**config.mk**
```make
export PLATFORM = sky130hd
export DESIGN_NAME = serial_adder_seq
export DESIGN_NICKNAME = d
export VERILOG_FILES = /design/src/rtl/serial_adder_seq.sv
export SDC_FILE = /design/constraint.sdc
export NUM_CORES = 1
export LEC_CHECK = 0
export ABC_AREA = 0
export CAP_MARGIN = 10
export CORE_MARGIN = 5
export CORE_UTILIZATION = 30
export CTS_BUF_LIST = sky130_fd_sc_hd__clkbuf_4
export DETAILED_ROUTE_END_ITERATION = 16
export MAX_ROUTING_LAYER = met4
export PLACE_DENSITY = 0.48
export SLEW_MARGIN = 20
export SYNTH_ARGS = -nofsm -noshare
export SYNTH_HDL_FRONTEND = slang
export SYNTH_SLANG_ARGS = --single-unit
export TNS_END_PERCENT = 5
```
**constraint.sdc**
```tcl
create_clock -name clk -period 2.02 [get_ports clk]
set_input_delay 0.404 -clock clk [delete_from_list [all_inputs] [get_ports clk]]
set_output_delay 0.404 -clock clk [all_outputs]
set_load 0.03 [all_outputs]
```
**src/rtl/serial_adder_seq.sv**
```systemverilog
// Bit-serial WIDTH-bit adder sequencer: one full-adder slice, LSB first, one bit per clock.
// Optional subtract mode (sub port) is enabled by defining SERIAL_ADDER_SUB_EN.
module serial_adder_seq #(
    parameter int WIDTH = 8
) (
    input  logic             clk,
    input  logic             rst,
    input  logic             start,
    input  logic [WIDTH-1:0] a,
    input  logic [WIDTH-1:0] b,
`ifdef SERIAL_ADDER_SUB_EN
    input  logic             sub,
`endif
    output logic             ready,
    output logic             busy,
    output logic             done,
    output logic [WIDTH-1:0] sum,
    output logic             carry_out,
    output logic [1:0]       dbg_state
);

    // Handshake: a request is taken on a rising edge where start=1 and ready=1; done is a
    // one-cycle strobe marking sum/carry_out as freshly updated. No request is ever queued.

    localparam int CNT_W = $clog2(WIDTH) + 1;

    localparam logic [1:0] S_IDLE = 2'd0;
    localparam logic [1:0] S_RUN  = 2'd1;
    localparam logic [1:0] S_DONE = 2'd2;

    logic [1:0]       state;
    logic [CNT_W-1:0] cnt;
    logic             c;
    logic [WIDTH-1:0] sa;
    logic [WIDTH-1:0] sb;
    logic [WIDTH-1:0] acc;
    logic             sub_sel;
    logic             s_bit;
    logic             c_nxt;
    logic [WIDTH-1:0] acc_nxt;

`ifdef SERIAL_ADDER_SUB_EN
    assign sub_sel = sub;
`else
    assign sub_sel = 1'b0;
`endif

    // The shared full-adder slice
    assign s_bit   = sa[0] ^ sb[0] ^ c;
    assign c_nxt   = (sa[0] & sb[0]) | (sa[0] & c) | (sb[0] & c);
    assign acc_nxt = {s_bit, acc[WIDTH-1:1]};

    always_ff @(posedge clk or posedge rst) begin
        if (rst) begin
            state     <= S_IDLE;
            cnt       <= '0;
            c         <= 1'b0;
            sa        <= '0;
            sb        <= '0;
            acc       <= '0;
            sum       <= '0;
            carry_out <= 1'b0;
        end else begin
            case (state)
                S_IDLE: begin
                    if (start) begin
                        sa    <= a;
                        // Subtraction is a + ~b + 1: invert b and seed the carry.
                        sb    <= sub_sel ? ~b : b;
                        c     <= sub_sel;
                        cnt   <= '0;
                        state <= S_RUN;
                    end
                end
                S_RUN: begin
                    sa  <= sa >> 1;
                    sb  <= sb >> 1;
                    c   <= c_nxt;
                    acc <= acc_nxt;
                    cnt <= cnt + CNT_W'(1);
                    if (cnt == CNT_W'(WIDTH - 1)) begin
                        sum       <= acc_nxt;
                        carry_out <= c_nxt;
                        state     <= S_DONE;
                    end
                end
                S_DONE: begin
                    state <= S_IDLE;
                end
                default: begin
                    state <= S_IDLE;
                end
            endcase
        end
    end

    assign ready     = (state == S_IDLE);
    assign busy      = (state == S_RUN);
    assign done      = (state == S_DONE);
    assign dbg_state = state;

endmodule

```
## Word level (Yosys, flattened, before mapping)

Index checks and enable logic that the tools add are counted.

| word-level totals | value |
|---|---|
| logic and storage cells | 37 |
| output and inout bits | 14 |
| bits of input ports | 19 |
| register bits after elaboration | 40 |

| cells by class | value |
|---|---|
| add/subtract/negate cells | 1 |
| bitwise gates (word level) | 7 |
| equality and inequality tests | 5 |
| muxes and demuxes | 11 |
| reductions and logical operators | 5 |

Operator list:

| operator | number |
|---|---|
| case mux 8 bit (2 select lines) | 2 |
| two-way mux 8 bit | 2 |
| case mux 4 bit (2 select lines) | 1 |
| AND reduction 2 bit | 3 |
| adder 4 x 1 -> 4 bit, second input constant | 1 |
| equality test 4 x 3 -> 1 bit, second input constant | 1 |
| two-way mux 2 bit | 2 |
| two-way mux 4 bit | 1 |
| case mux 2 bit (2 select lines) | 1 |
| bitwise AND 1 bit | 3 |
| equality test 2 x 1 -> 1 bit, second input constant | 1 |
| equality test 2 bit, second input constant | 1 |
| logical NOT 2 bit | 1 |
| inequality test 2 x 1 -> 1 bit, second input constant | 1 |
| inequality test 2 bit, second input constant | 1 |
| OR 1 bit | 2 |
| case mux 1 bit (2 select lines) | 1 |
| nonzero test 2 bit | 1 |
| XOR 1 bit | 2 |
| two-way mux 1 bit | 1 |

## Logic depth before layout (Yosys ltp)

| depth | value |
|---|---|
| depth after elaboration | 4 |
| gate-level depth with buffers | 6 |
| depth with buffers taken out | 4 |

## Worst setup path after synthesis

Ideal clock, no wire load.

| timing | value |
|---|---|
| kind | register -> output |
| start | register state[0] (netlist: dbg_state[0]) |
| end | output port done |
| arrival time | 1.377 ns |
| path slack | 0.239 ns |
| buffers on the path | 2 |
| data required time | 1.616 ns |
| cell stages (with the launch flop) | 4 |
| cell sequence | dfrtp_1 buf_2 buf_2 nor2b_1 |

| between the ends | value |
|---|---|
| longest elaborated chain between the ends | 1 |

Ends and longest elaborated chain:

| what | RTL line | RTL |
|---|---|---|
| from (decl) | 31 | `logic [1:0] state;` |
| from (signal assigned) | 55 | `state <= S_IDLE;` |
| from (signal assigned) | 72 | `state <= S_RUN;` |
| from (signal assigned) | 84 | `state <= S_DONE;` |
| equality test 2 bit | 99 | `assign done = (state == S_DONE);` |
| to (decl) | 16 | `output logic done,` |

No other way between the ends.

## Worst setup path in the final report

| timing | value |
|---|---|
| start | register state[1] (netlist: dbg_state[1]) |
| end | output port dbg_state[1] |

RTL lines:

| what | RTL line | RTL |
|---|---|---|
| to (decl) | 19 | `output logic [1:0] dbg_state` |

No word-level cell between the ends.

==> results_dict.tcl <==
set metrics [dict create \
    htreeDepth 2 \
    num_vias 1244 \
    cts_setup_buffers 0 \
    cts.sinks 39 \
    outcome "complete, no violations" \
    cts-buffers-inserted 5 \
    final_core_utilization 0.390 \
    nFillCells 556 \
    dpl.cell_count 258 \
    worstPathRequired_ps 1620 \
    cts.clk_slew.worst_paths_ps 110 \
    syn_nets 177 \
    highest_layer "met4" \
    io_buffer_count 32 \
    fp-row-count 27 \
    avgSynthCellArea_um2 10.9 \
    holdCritPathClass "in -> async" \
    wl_met3_um 205 \
    rsz0062_at_grt "false" \
    crit_path_start_kind "register" \
    post-route-period-util 0.917 \
    syn_area_um2 1700 \
    critPathTopFamily "buffers and inverters" \
    nNetsFinal 214 \
    die_x_um 85.2 \
    power.density_nw_per_um2 1430 \
    netlist-cell-type-count 25 \
    syn-instance-count 156 \
    top_level_ports 33 \
    drtIter0Drc 53 \
    antenna-diode-count 0 \
    fmax_mhz 540 \
    clk_latency_ps 340 \
    ys_seq_area_frac 0.575 \
    hold_buffers 0 \
    post-route-drc-count 0 \
    cp_slowest_stage_delay_ps 710 \
    cp.arrival_ps 1450 \
    root_buffer "clkbuf_4" \
    crit_slowest_cell "clkdlybuf4s50_1" \
    slew_viol_final 0 \
    stdcell_area_um2 2150 \
    place_area_um2 2100 \
    worstMarginPinSlew_ps 497 \
    crit_buf_inv 1 \
    cts_tree "yes" \
    viasPerCell 4.69 \
    grt_pass1_vias 1392 \
    met2_length_um 1540 \
    clockBufferDepth 2 \
    final-instance-count-excl-fill 265 \
    routed_wl_um 3580 \
    crit_chain "clkdlybuf4s50_1" \
    dr.pass1.iters 4 \
    fin_worst_skew_ps 9.50 \
    final_hold_viol_count 0 \
    finalCriticalPeriod_ps 1850 \
    drtAntennaViolNets 0 \
    grt_pass1_wl_um 6270 \
    dp_hpwl_um 2430 \
    antenna_found_initial 0 \
    gr-total-overflow 0 \
    path_class "reg -> out" \
    grt_max_degree 40 \
    crit_path_end_kind "output pin" \
    layout-drive-gt1-share 0.145 \
    setup_viol 0 \
    core_um2 5510 \
    ys_ff_latch 39 \
    place_congestion 0.724 \
    slew_headroom 0.669 \
    die_area_um2 7260 \
    avgRoutedWirePerCell_um 13.5 \
    die_y_um 85.2 \
    drt-met1-wl_um 1750 \
    fin_ws_ps 168 \
    ys_warn_count 0 \
    grt_usage 0.110 \
    irDropWorstVdd_v 0.000495 \
    fin_tns_setup_ps 0 \
    pre_cts_slack_ps 313 \
    leakage_nw 1.00 \
    maxCapViolCount 0 \
    start_util 0.308 \
    critPathMaxFanout 4 \
    area_growth_pct 26.7 \
]
layout make-up:
class	instances	area [um2]	area share
flip-flops and latches	39	976	0.454
clock inverters	2	8.76	0.00407
repair buffers	39	364	0.169
multi-input cells	106	666	0.310
inverters	2	7.51	0.00349
clock buffers	5	37.5	0.0175
well taps	72	90.1	0.0419
flip-flops by register name (all words and copies together) (netlist names):
| register | count |
|---|---|
| sum | 8 |
| carry_out | 1 |
| dbg_state | 2 |
| cnt | 4 |
| c | 1 |
| sa | 8 |
| acc | 7 |
| sb | 8 |
layer usage:
| layer | global-route usage | up-vias |
|---|---|---|
| met5 | - | - |
| li1 | - | 613 |
| met2 | 0.164 | 37 |
| met4 | 0.0576 | 0 |
| met3 | 0.0262 | 11 |
| met1 | 0.139 | 583 |
per-stage QoR:
step | hold slack [ps] | power (W)
after floorplan | 440 | 0.00227
after global routing | 534 | 0.00333
final | 480 | 0.00307
after detailed placement | 473 | 0.00275
after global placement | 459 | 0.00272
after CTS | 486 | 0.00313
cells in the mapped netlist (all sizes together):
library cell	number	area, um2
nand2b	1	13.8
mux2	10	113
clkinv	1	3.75
buf	4	28.8
a22o	3	26.3
and2	1	6.26
a32o	2	20.0
nor2b	2	12.5
nor3	1	16.3
clkbuf	5	18.8
dfrtp	39	976
nand3	1	5.00
and3b	10	87.6
o21ai	15	75.1
o31ai	1	7.51
o21bai	1	7.51
inv	1	3.75
a22oi	5	37.5
nand2	37	139
fa	1	20.0
ha	1	12.5
a21oi	11	55.1
nor2	3	11.3
power by group:
part           switching (W)  internal, W
logic               0.000786     0.000617
clock network       0.000245     0.000123
registers           0.000207      0.00109
logic make-up after synthesis:
family                   Yosys count  share of synthesized area
flip-flops                        39                      0.575
adder cells (fa/ha/maj)            2                     0.0192
AO/OA/AOI/OAI                     38                      0.135
buffers and inverters             11                     0.0324
AND/OR/NAND/NOR                   56                      0.172
multiplexers                      10                     0.0664
cells in the final DEF, fill, tap and decap left out, types with 5 or more instances in the layout:
cell type        instances
a21oi_1                 11
a22oi_1                  5
and3b_1                 10
buf_4                   10
clkbuf_4                 5
clkdlybuf4s50_1         28
dfrtp_1                 39
mux2_2                  10
nand2_1                 37
o21ai_0                 15
what timing repair did:
action,4_1_cts,5_1_grt
endpoints found under the hold margin,0,0
gates resized for setup,1,0
endpoints found under the setup margin,1,0
worst register-to-register path, stage by stage, from the launching register on:
cell	delay [ps]
dfrtp_1	400
ha_1	200
nand2_1	120
nor3_4	120
buf_4	210
mux2_2	340
path summary, 6_finish.rpt:
kind	start	end	slack, ps	depth (start not counted)
max	dbg_state[1]$_DFFE_PP0P_	dbg_state[1]	170	1
min	rst	dbg_state[1]$_DFFE_PP0P_	480	3
max reg2reg	cnt[0]$_DFFE_PP0P_	sum[6]$_DFFE_PP0P_	520	5
min reg2reg	acc[1]$_DFFE_PP0N_	acc[1]$_DFFE_PP0N_	500	2
max in group asynchronous	rst	carry_out$_DFFE_PP0P_	1200	3
min in group clk	acc[1]$_DFFE_PP0N_	acc[1]$_DFFE_PP0N_	500	2
Power figures use the tool's default switching activity.
